`config.mk`:
```
export PLATFORM = sky130hd
export DESIGN_NAME = operand_entry
export DESIGN_NICKNAME = d
export VERILOG_FILES = /design/src/rtl/operand_entry.sv
export SDC_FILE = /design/constraint.sdc
export NUM_CORES = 1
export LEC_CHECK = 0
export CAP_MARGIN = 20
export CORE_MARGIN = 2
export CORE_UTILIZATION = 57
export DETAILED_ROUTE_END_ITERATION = 8
export PLACE_DENSITY_LB_ADDON = 0.05
export SYNTH_ARGS = -nofsm -noshare
export SYNTH_HDL_FRONTEND = slang
export SYNTH_SLANG_ARGS = --single-unit
```
`constraint.sdc`:
```
create_clock -name clk -period 4.1 [get_ports clk]
set_input_delay 0.41 -clock clk [delete_from_list [all_inputs] [get_ports clk]]
set_output_delay 0.41 -clock clk [all_outputs]
set_load 0.005 [all_outputs]
```
`src/rtl/operand_entry.sv`:
```
// Front end of the 4-bit comparison unit: debounces the "next" button and steps
// through capturing X, capturing Y and showing the result.
module operand_entry #(
  parameter int DEBOUNCE_CYCLES = 500000,
  parameter int COUNT_WIDTH     = 19
) (
  input  logic       clk,
  input  logic       reset,
  input  logic       keyNext_n,
  input  logic [3:0] switches,
  input  logic [1:0] opSel,
  output logic [3:0] x,
  output logic [3:0] y,
  output logic [1:0] operation,
  output logic       valid,
  output logic [1:0] entryState
);

  typedef enum logic [1:0] {
    LOAD_X = 2'b00,
    LOAD_Y = 2'b01,
    SHOW   = 2'b10,
    BAD    = 2'b11
  } EntryState;

  localparam logic [COUNT_WIDTH-1:0] LAST_COUNT = COUNT_WIDTH'(DEBOUNCE_CYCLES - 1);

  logic                   sync1;
  logic                   sync2;
  logic                   db;
  logic [COUNT_WIDTH-1:0] counter;
  logic                   pressPulse;
  EntryState              state;

  // Button is active-low, so the synchronizer inverts it; db=1 means pressed.
  // Only an accepted 0->1 transition of db generates a one-cycle press pulse.
  always_ff @(posedge clk) begin
    if (reset) begin
      sync1      <= 1'b0;
      sync2      <= 1'b0;
      db         <= 1'b0;
      counter    <= '0;
      pressPulse <= 1'b0;
    end else begin
      sync1      <= ~keyNext_n;
      sync2      <= sync1;
      pressPulse <= 1'b0;
      if (sync2 == db) begin
        counter <= '0;
      end else if (counter == LAST_COUNT) begin
        db         <= sync2;
        counter    <= '0;
        pressPulse <= sync2;
      end else begin
        counter <= counter + 1'b1;
      end
    end
  end

  // Operation tracks opSel on every SHOW edge, including the edge that enters SHOW.
  always_ff @(posedge clk) begin
    if (reset) begin
      state     <= LOAD_X;
      x         <= 4'h0;
      y         <= 4'h0;
      operation <= 2'b00;
      valid     <= 1'b0;
    end else begin
      case (state)
        LOAD_X: begin
          if (pressPulse) begin
            x     <= switches;
            state <= LOAD_Y;
          end
        end
        LOAD_Y: begin
          if (pressPulse) begin
            y         <= switches;
            operation <= opSel;
            valid     <= 1'b1;
            state     <= SHOW;
          end
        end
        SHOW: begin
          operation <= opSel;
          if (pressPulse) begin
            valid <= 1'b0;
            state <= LOAD_X;
          end
        end
        default: begin
          valid <= 1'b0;
          state <= LOAD_X;
        end
      endcase
    end
  end

  assign entryState = state;

endmodule

```
Word level (Yosys, flattened, before mapping):

Index checks and enable logic that the tools add are counted.

* shift operators: 0
* eq/ne operators: 7
* muxes and demuxes: 9
* multiply operators: 0
* reductions and logical operators: 10
* bitwise logic cells: 4
* div/mod/pow operators: 0
* add/sub/neg operators: 1
* order comparisons: 0

Operators with widths (count)
* adder 19 x 1 -> 19 bit (second input constant): 1
* equality test 19 bit (second input constant): 1
* two-way mux 2 bit: 4
* AND reduction 2 bit: 4
* inequality test 2 bit (second input constant): 3
* one-hot mux 2 bit (3 select lines): 1
* AND reduction 3 bit: 2
* OR reduction 3 bit: 2
* NOT 1 bit: 4
* one-hot mux 2 bit (2 select lines): 1
* one-hot mux 1 bit (3 select lines): 1
* equality test 2 x 1 -> 1 bit (second input constant): 1
* equality test 2 bit (second input constant): 1
* zero test 2 bit: 1
* two-way mux 1 bit: 2
* nonzero test 2 bit: 1
* equality test 1 bit: 1

* latch bits: 0
* memories: 0
* ROM bits: 0
* register bits: 36
* bits in writable memories: 0
* logic and storage cells: 41

Longest topological paths before layout:

Gate-level depths: netlist (run 1).

* depth in word-level cells: 3
* depth in mapped cells: 7

Worst setup path before layout (run 1):

No wires, ideal clock.

* path type: reg-to-reg
* start point: register counter[0]
* end point: register counter[10]
* cell stages (with the launch flop): 8
* path slack: 2.636 ns
* data required time: 3.985 ns
* path buffers: 2
* library setup time: 0.115 ns
* arrival: 1.349 ns
* period minus slack after synthesis: 1.464 ns
* path through: dfxtp_1 > ha_1 > and3_1 > buf_4 > nand3_4 > o21ai_4 > buf_4 > nor2_1

* longest elaborated chain between the ends: 2
* elaborated cells on any way between the ends: 3
* those cells by class: 1 x add/sub; 1 x eq/ne; 1 x reduce/logical

Ends and longest elaborated chain
* start: declaration: line 31 `logic [COUNT_WIDTH-1:0] counter;`
* start signal: assignment: line 55 `counter <= counter + 1'b1;`
* parallel branches: the longest is 2 deep, another holds adder 19 x 1 -> 19 bit

Parallel ways; which one is timed is not known.
A chain may end at the register's enable or synchronous reset.

Worst setup path after layout (run 1):

* start point: register state[0], in the netlist entryState[0]
* end point: output entryState[0]

RTL lines
* start: declaration: line 33 `EntryState state;`
* start signal: assignment: line 63 `state <= LOAD_X;`
* start signal: assignment: line 73 `state <= LOAD_Y;`
* start signal: assignment: line 81 `state <= SHOW;`
* end: declaration: line 16 `output logic [1:0] entryState`

No word-level cell between the ends.

==> impl_metrics.yaml, run 1 <==
synthesis:
  ys_warn_count: 0
  syn-num-nets: 174
  synth_cell_types: 35
  netlist_area_mm2: 0.001572
  synth_edf_count: 0
  ys_seq_area_share_pct: 45.86
  synth_top_area_share_pct: 45.86
  ys_dominant_reg_cell: "dfxtp_1"
  yosys_register_bits: 36
  ys_top_cells_by_area: "dfxtp_1, nor2_1, mux2i_1"
  syn_inst: 164
  async_reset_ff_share_pct: 0
  syn_avg_cell_area_um2: 9.582
  synth.largest_area_cell: "dfxtp_1"
detailed_routing:
  wl_per_cell_um: 13.19
  vias: 1247
  vias_per_cell: 5.694
  ant_nets: 0
  first_pass_iters: 6
  wl_um: 2889
  drt-initial-drc-count: 64
  drc: 0
cts:
  post-cts-setup-buffers: 0
  path_clk_slew_ns: 0.11
  cts_buffers: 5
  cts_tree: "built"
  root_buffer: "clkbuf_4"
  clk_path_buf_depth: 2
  hold_buffers: 0
  clk_latency_ns: 0.33
  htree_levels: 2
  cts_resized: 0
  clock_sinks: 36
floorplan:
  pin_count: 22
  dieArea_mm2: 0.003193
  core_area_mm2: 0.002686
  die_y_um: 56.51
  fp.dieW_um: 56.51
  fp-row-count: 19
  start_util_pct: 58.50
setup_path:
  crit_chain: "clkdlybuf4s50_1"
  cp.arrival_ns: 1.38
  max_stage_delay_ns: 0.56
  crit_type: "reg2out"
  critPathLaunchType: "flop"
  critPathCaptureType: "output port"
  crit_buf_inv: 1
  critPathRequiredTime_ns: 3.69
  path_max_fanout: 8
  crit_slowest_cell: "clkdlybuf4s50_1"
  crit_family: "buffers and inverters"
timing:
  skew_ns: 0.01218
  hold_violations: 0
  fin_setup_tns_ns: 0
  grt_setup_unrepaired: "false"
  drv_slew: 0
  fin_ws_ns: 2.307
  setup_violations: 0
  fin_crit_ns: 1.793
  worst_pin_slew_ns: 0.6482
  fin_crit_sh_pct: 43.73
  relSlewSlack_pct: 56.65
  timing.fmax_mhz: 557.8
final_layout:
  syn_to_final_growth_pct: 19.19
  fillers: 226
  nets: 197
  num_antenna_cells: 0
  drive_above_1_share_pct: 10.64
grt:
  antenna_found_initial: 0
  grt_max_degree: 20
  grt_first_pass_wirelength_um: 5016
  grt_overflow_total: 0
  grt_pass1_vias: 1189
  grt_use_total_pct: 20.14
pwr:
  irDropWorstVdd_mv: 0.3151
  power_density_mw_per_mm2: 328.4
  p_leak_nw: 0.6305
run_status:
  status: "finished clean"
hold_path:
  holdCritPathClass: "reg2reg"
placement:
  port_buffers: 21
  hpwl_um: 2093
  pre_cts_slack_ns: 2.088
  gp_congestion: 0.8440
job:
  cap_violations: 0
layout by cell type (no fill, tap or decap), types with 5 or more instances in the layout:
cell type	Yosys	routed
nand3_1	8	8
clkdlybuf4s50_1	0	21
xnor2_1	10	10
nor2_1	31	31
and3_1	5	5
clkbuf_4	0	5
nor3_1	5	5
o21ai_0	5	5
mux2i_1	10	10
a21oi_1	7	7
dfxtp_1	36	36
area by class of cell:
class                   count  area (µm²)  area share [%]
clock buffers               5       37.54           2.004
well taps                  31       38.79           2.071
clock inverters             3       42.54           2.271
repair buffers             21       210.2           11.22
flip-flops and latches     36       720.7           38.48
inverters                   3       11.26          0.6012
multi-input cells         120       812.0           43.35
synthesized netlist by cell type, types with 3 or more instances:
master,instances
nor3b_1,3
xnor2_1,10
or3_1,4
xor2_1,4
mux2i_1,10
a21oi_1,7
nand3_1,8
and3_1,5
dfxtp_1,36
nand2_1,4
inv_1,3
nor2_1,31
o21ai_0,5
nand4_1,4
nor3_1,5
report_power, final:
part / switching (W) / total, W / leakage (nW) / internal (W)
Clock: 0.000116 / 0.000243 / 0.0412 / 0.000127
Combinational: 0.00000817 / 0.0000189 / 0.299 / 0.0000107
Sequential: 0.00000142 / 0.000353 / 0.290 / 0.000352
Total: 0.000126 / 0.000615 / 0.630 / 0.000490
logic make-up after synthesis:
| group | synth area share (%) |
|---|---|
| mux | 6.370 |
| xor+xnor | 7.802 |
| buf+inv | 2.468 |
| flops | 45.86 |
| compound gates | 5.414 |
| fa+ha+maj | 0.7961 |
| simple gates | 31.29 |
worst register-to-register path, cell delays in order, from the launching register on:
cell     delay (ns)
dfxtp_1        0.40
ha_1           0.23
and3_1         0.36
nand3_4        0.14
o21ai_4        0.38
nor2_1         0.09
final timing paths:
check / cells after the start / slack [ns] / start / end
max: 1 / 2.31 / entryState[0] / entryState[0]
min: 1 / 0.46 / sync1 / sync2
max reg2reg: 5 / 2.39 / counter[0] / counter[16]
min reg2reg: 1 / 0.46 / sync1 / sync2
registers in the layout, indices dropped and copies added (netlist names):
signal	cells
x	4
y	4
entryState	2
valid	1
pressPulse	1
sync2	1
db	1
sync1	1
counter	19
operation	2
stage by stage:
step	hold slack, ns	cell area (µm²)	power, W	instances	utilization [%]
2_1_floorplan	0.4138	1572	0.0003687	164	-
3_3_place_gp	0.4242	1793	0.0003791	211	66.74
3_5_place_dp	0.4447	1793	0.0003795	211	66.74
4_1_cts	0.4617	1873	0.0006237	219	69.73
5_1_grt	0.4710	1873	0.0006440	219	69.73
6_report	0.4582	1873	0.0006152	219	69.73
routing by layer:
| layer | vias to the layer above | wire (µm) | global-route usage, % | part of all wire [%] |
|---|---|---|---|---|
| li1 | 622 | - | - | - |
| met1 | 586 | 1215 | 21.02 | 42 |
| met2 | 35 | 1487 | 36.88 | 51 |
| met3 | 4 | 151 | 7.143 | 5.2 |
| met4 | 0 | 35 | 6.803 | 1.2 |
| met5 | - | 0 | 0 | 0 |
No activity file was read; power rests on OpenSTA's default activity.
==> run 2: changes to the inputs <==
--- a/config.mk
+++ b/config.mk
@@ -7,7 +7,7 @@
 export LEC_CHECK = 0
 export CAP_MARGIN = 20
 export CORE_MARGIN = 2
-export CORE_UTILIZATION = 57
+export CORE_UTILIZATION = 53
 export DETAILED_ROUTE_END_ITERATION = 8
 export PLACE_DENSITY_LB_ADDON = 0.05
 export SYNTH_ARGS = -nofsm -noshare
==> constraint.sdc (replaced) <==
create_clock -name clk -period 1.8 [get_ports clk]
set_input_delay 0.18 -clock clk [delete_from_list [all_inputs] [get_ports clk]]
set_output_delay 0.18 -clock clk [all_outputs]
set_load 0.005 [all_outputs]
==> run 2 against run 1 <==
  * First-iteration DRC count fell by 39%
  * Final cell count grew 0.91%
  * Flip-flop and latch count did not move
  * Clock power rose by 90%
  * Critical path type is now reg2reg
==> impl_metrics.yaml, run 2 (same netlist as run 1, synthesis figures left out) <==
final_layout:
  nets: 200
  num_antenna_cells: 0
  largest_register: "counter"
  final_common_cell: "dfxtp_1"
  largest_reg_flops: 19
  drive_above_1_share_pct: 11.58
  final_cell_mix: "dfxtp_1, nor2_1, clkdlybuf4s50_1, xnor2_1, mux2i_1"
  syn_to_final_growth_pct: 19.67
  regArea_um2: 720.7
  top_regs: "counter (19), x (4), y (4)"
  final_core_util_pct: 67.61
  multiInputGateArea_um2: 812.0
  fillers: 242
detailed_routing:
  wl_um: 2880
  first_pass_iters: 4
  drt-initial-drc-count: 39
  vias: 1225
  drc: 0
  ant_nets: 0
  vias_per_cell: 5.543
  wl_per_cell_um: 13.03
timing:
  setup_violations: 0
  hold_violations: 0
  skew_ns: 0.01168
  timing.fmax_mhz: 630.8
  drv_slew: 0
  holdWs_ns: 0.3444
  fin_crit_sh_pct: 88.07
  worst_pin_slew_ns: 0.4363
  fin_setup_tns_ns: 0
  relSlewSlack_pct: 70.79
  grt_setup_unrepaired: "false"
  fin_crit_ns: 1.585
setup_path:
  cp.arrival_ns: 1.82
  path_max_fanout: 4
  critPathLaunchType: "flop"
  max_stage_delay_ns: 0.43
  crit_slowest_cell: "nor4_1"
  crit_buf_inv: 0
  critPathCaptureType: "flop"
  crit_type: "reg2reg"
  critPathRequiredTime_ns: 2.04
  crit_family: "simple AND/OR/NAND/NOR gates"
  crit_chain: "ha_1, nand3_1, nor4_1, and3_1, nor3_1"
cts:
  cts_resized: 0
  root_buffer: "clkbuf_4"
  clock_sinks: 36
  htree_levels: 2
  clk_latency_ns: 0.34
  path_clk_slew_ns: 0.10
  clk_path_buf_depth: 2
  hold_buffers: 0
  cts_buffers: 5
  cts_tree: "built"
  post-cts-setup-buffers: 0
floorplan:
  pin_count: 22
  core_area_mm2: 0.002781
  start_util_pct: 56.50
  fp.dieW_um: 58.45
  dieArea_mm2: 0.003416
  fp-row-count: 19
  die_y_um: 58.45
grt:
  antenna_found_initial: 0
  grt_max_degree: 17
  grt_use_total_pct: 19.04
  grt_first_pass_wirelength_um: 4905
  grt_overflow_total: 0
  grt_pass1_vias: 1137
placement:
  port_buffers: 21
  hpwl_um: 2113
  gp_congestion: 0.8150
pwr:
  internal_power_w: 0.001048
  switching_share_pct: 19.99
  p_seq_share_pct: 61.4
  pwr-share-comb_pct: 3.3
  power_density_mw_per_mm2: 696.4
  p_sw_w: 0.0002618
  p_leak_nw: 0.6411
  irDropWorstVdd_mv: 0.6726
  clkPwrFrac_pct: 35.3
job:
  cap_violations: 0
run_status:
  status: "finished clean"
hold_path:
  holdCritPathClass: "in2reg"
-- run 2: cell count changes in the layout (fill, tap and decap cells not counted), sizes merged --
cell and delta:
clkinv -1, clkinvlp -1, buf +3, clkbuf +2, bufinv -1
-- run 2: path summary, 6_finish.rpt --
kind	to	start	slack, ns	cells past startpoint
worst min register to register	sync2	sync1	0.46	1
worst max-delay path	counter[18]	counter[0]	0.21	5
worst min-delay path	sync1	keyNext_n	0.34	2
worst max register to register	counter[18]	counter[0]	0.21	5
-- run 2: layout make-up --
| cell class | count | area share, % |
|---|---|---|
| Inverter | 3 | 0.5988 |
| Tap cell | 31 | 2.063 |
| Sequential cell | 36 | 38.32 |
| Timing Repair Buffer | 24 | 12.38 |
| Clock buffer | 7 | 3.460 |
| Multi-Input combinational cell | 120 | 43.18 |
-- run 2: metal layers --
metal / wire, µm / up-vias / GRT usage (%)
met1: 1264 / 560 / 22.04
met2: 1397 / 35 / 32.91
met5: 0 / - / 0
met4: 56 / 0 / 9.967
li1: - / 624 / -
met3: 162 / 6 / 3.956
-- run 2: power groups by stage --
stage               sequential [W]  combinational [W]  clock, W
floorplan                 0.000822          0.0000178         0
CTS                       0.000804          0.0000444  0.000479
finish                    0.000804          0.0000437  0.000462
global placement          0.000822          0.0000430         0
detailed placement        0.000822          0.0000441         0
global route              0.000805          0.0000486  0.000506
-- run 2: stage by stage --
stage	total power, W	instances	worst slack, ns	instance area (µm²)
after floorplan	0.0008397	164	0.3362	1572
after global placement	0.0008650	214	0.2796	1815
final	0.001310	221	0.2147	1881
after detailed placement	0.0008662	214	0.2117	1815
after CTS	0.001327	221	0.2040	1881
after global routing	0.001360	221	0.05822	1881
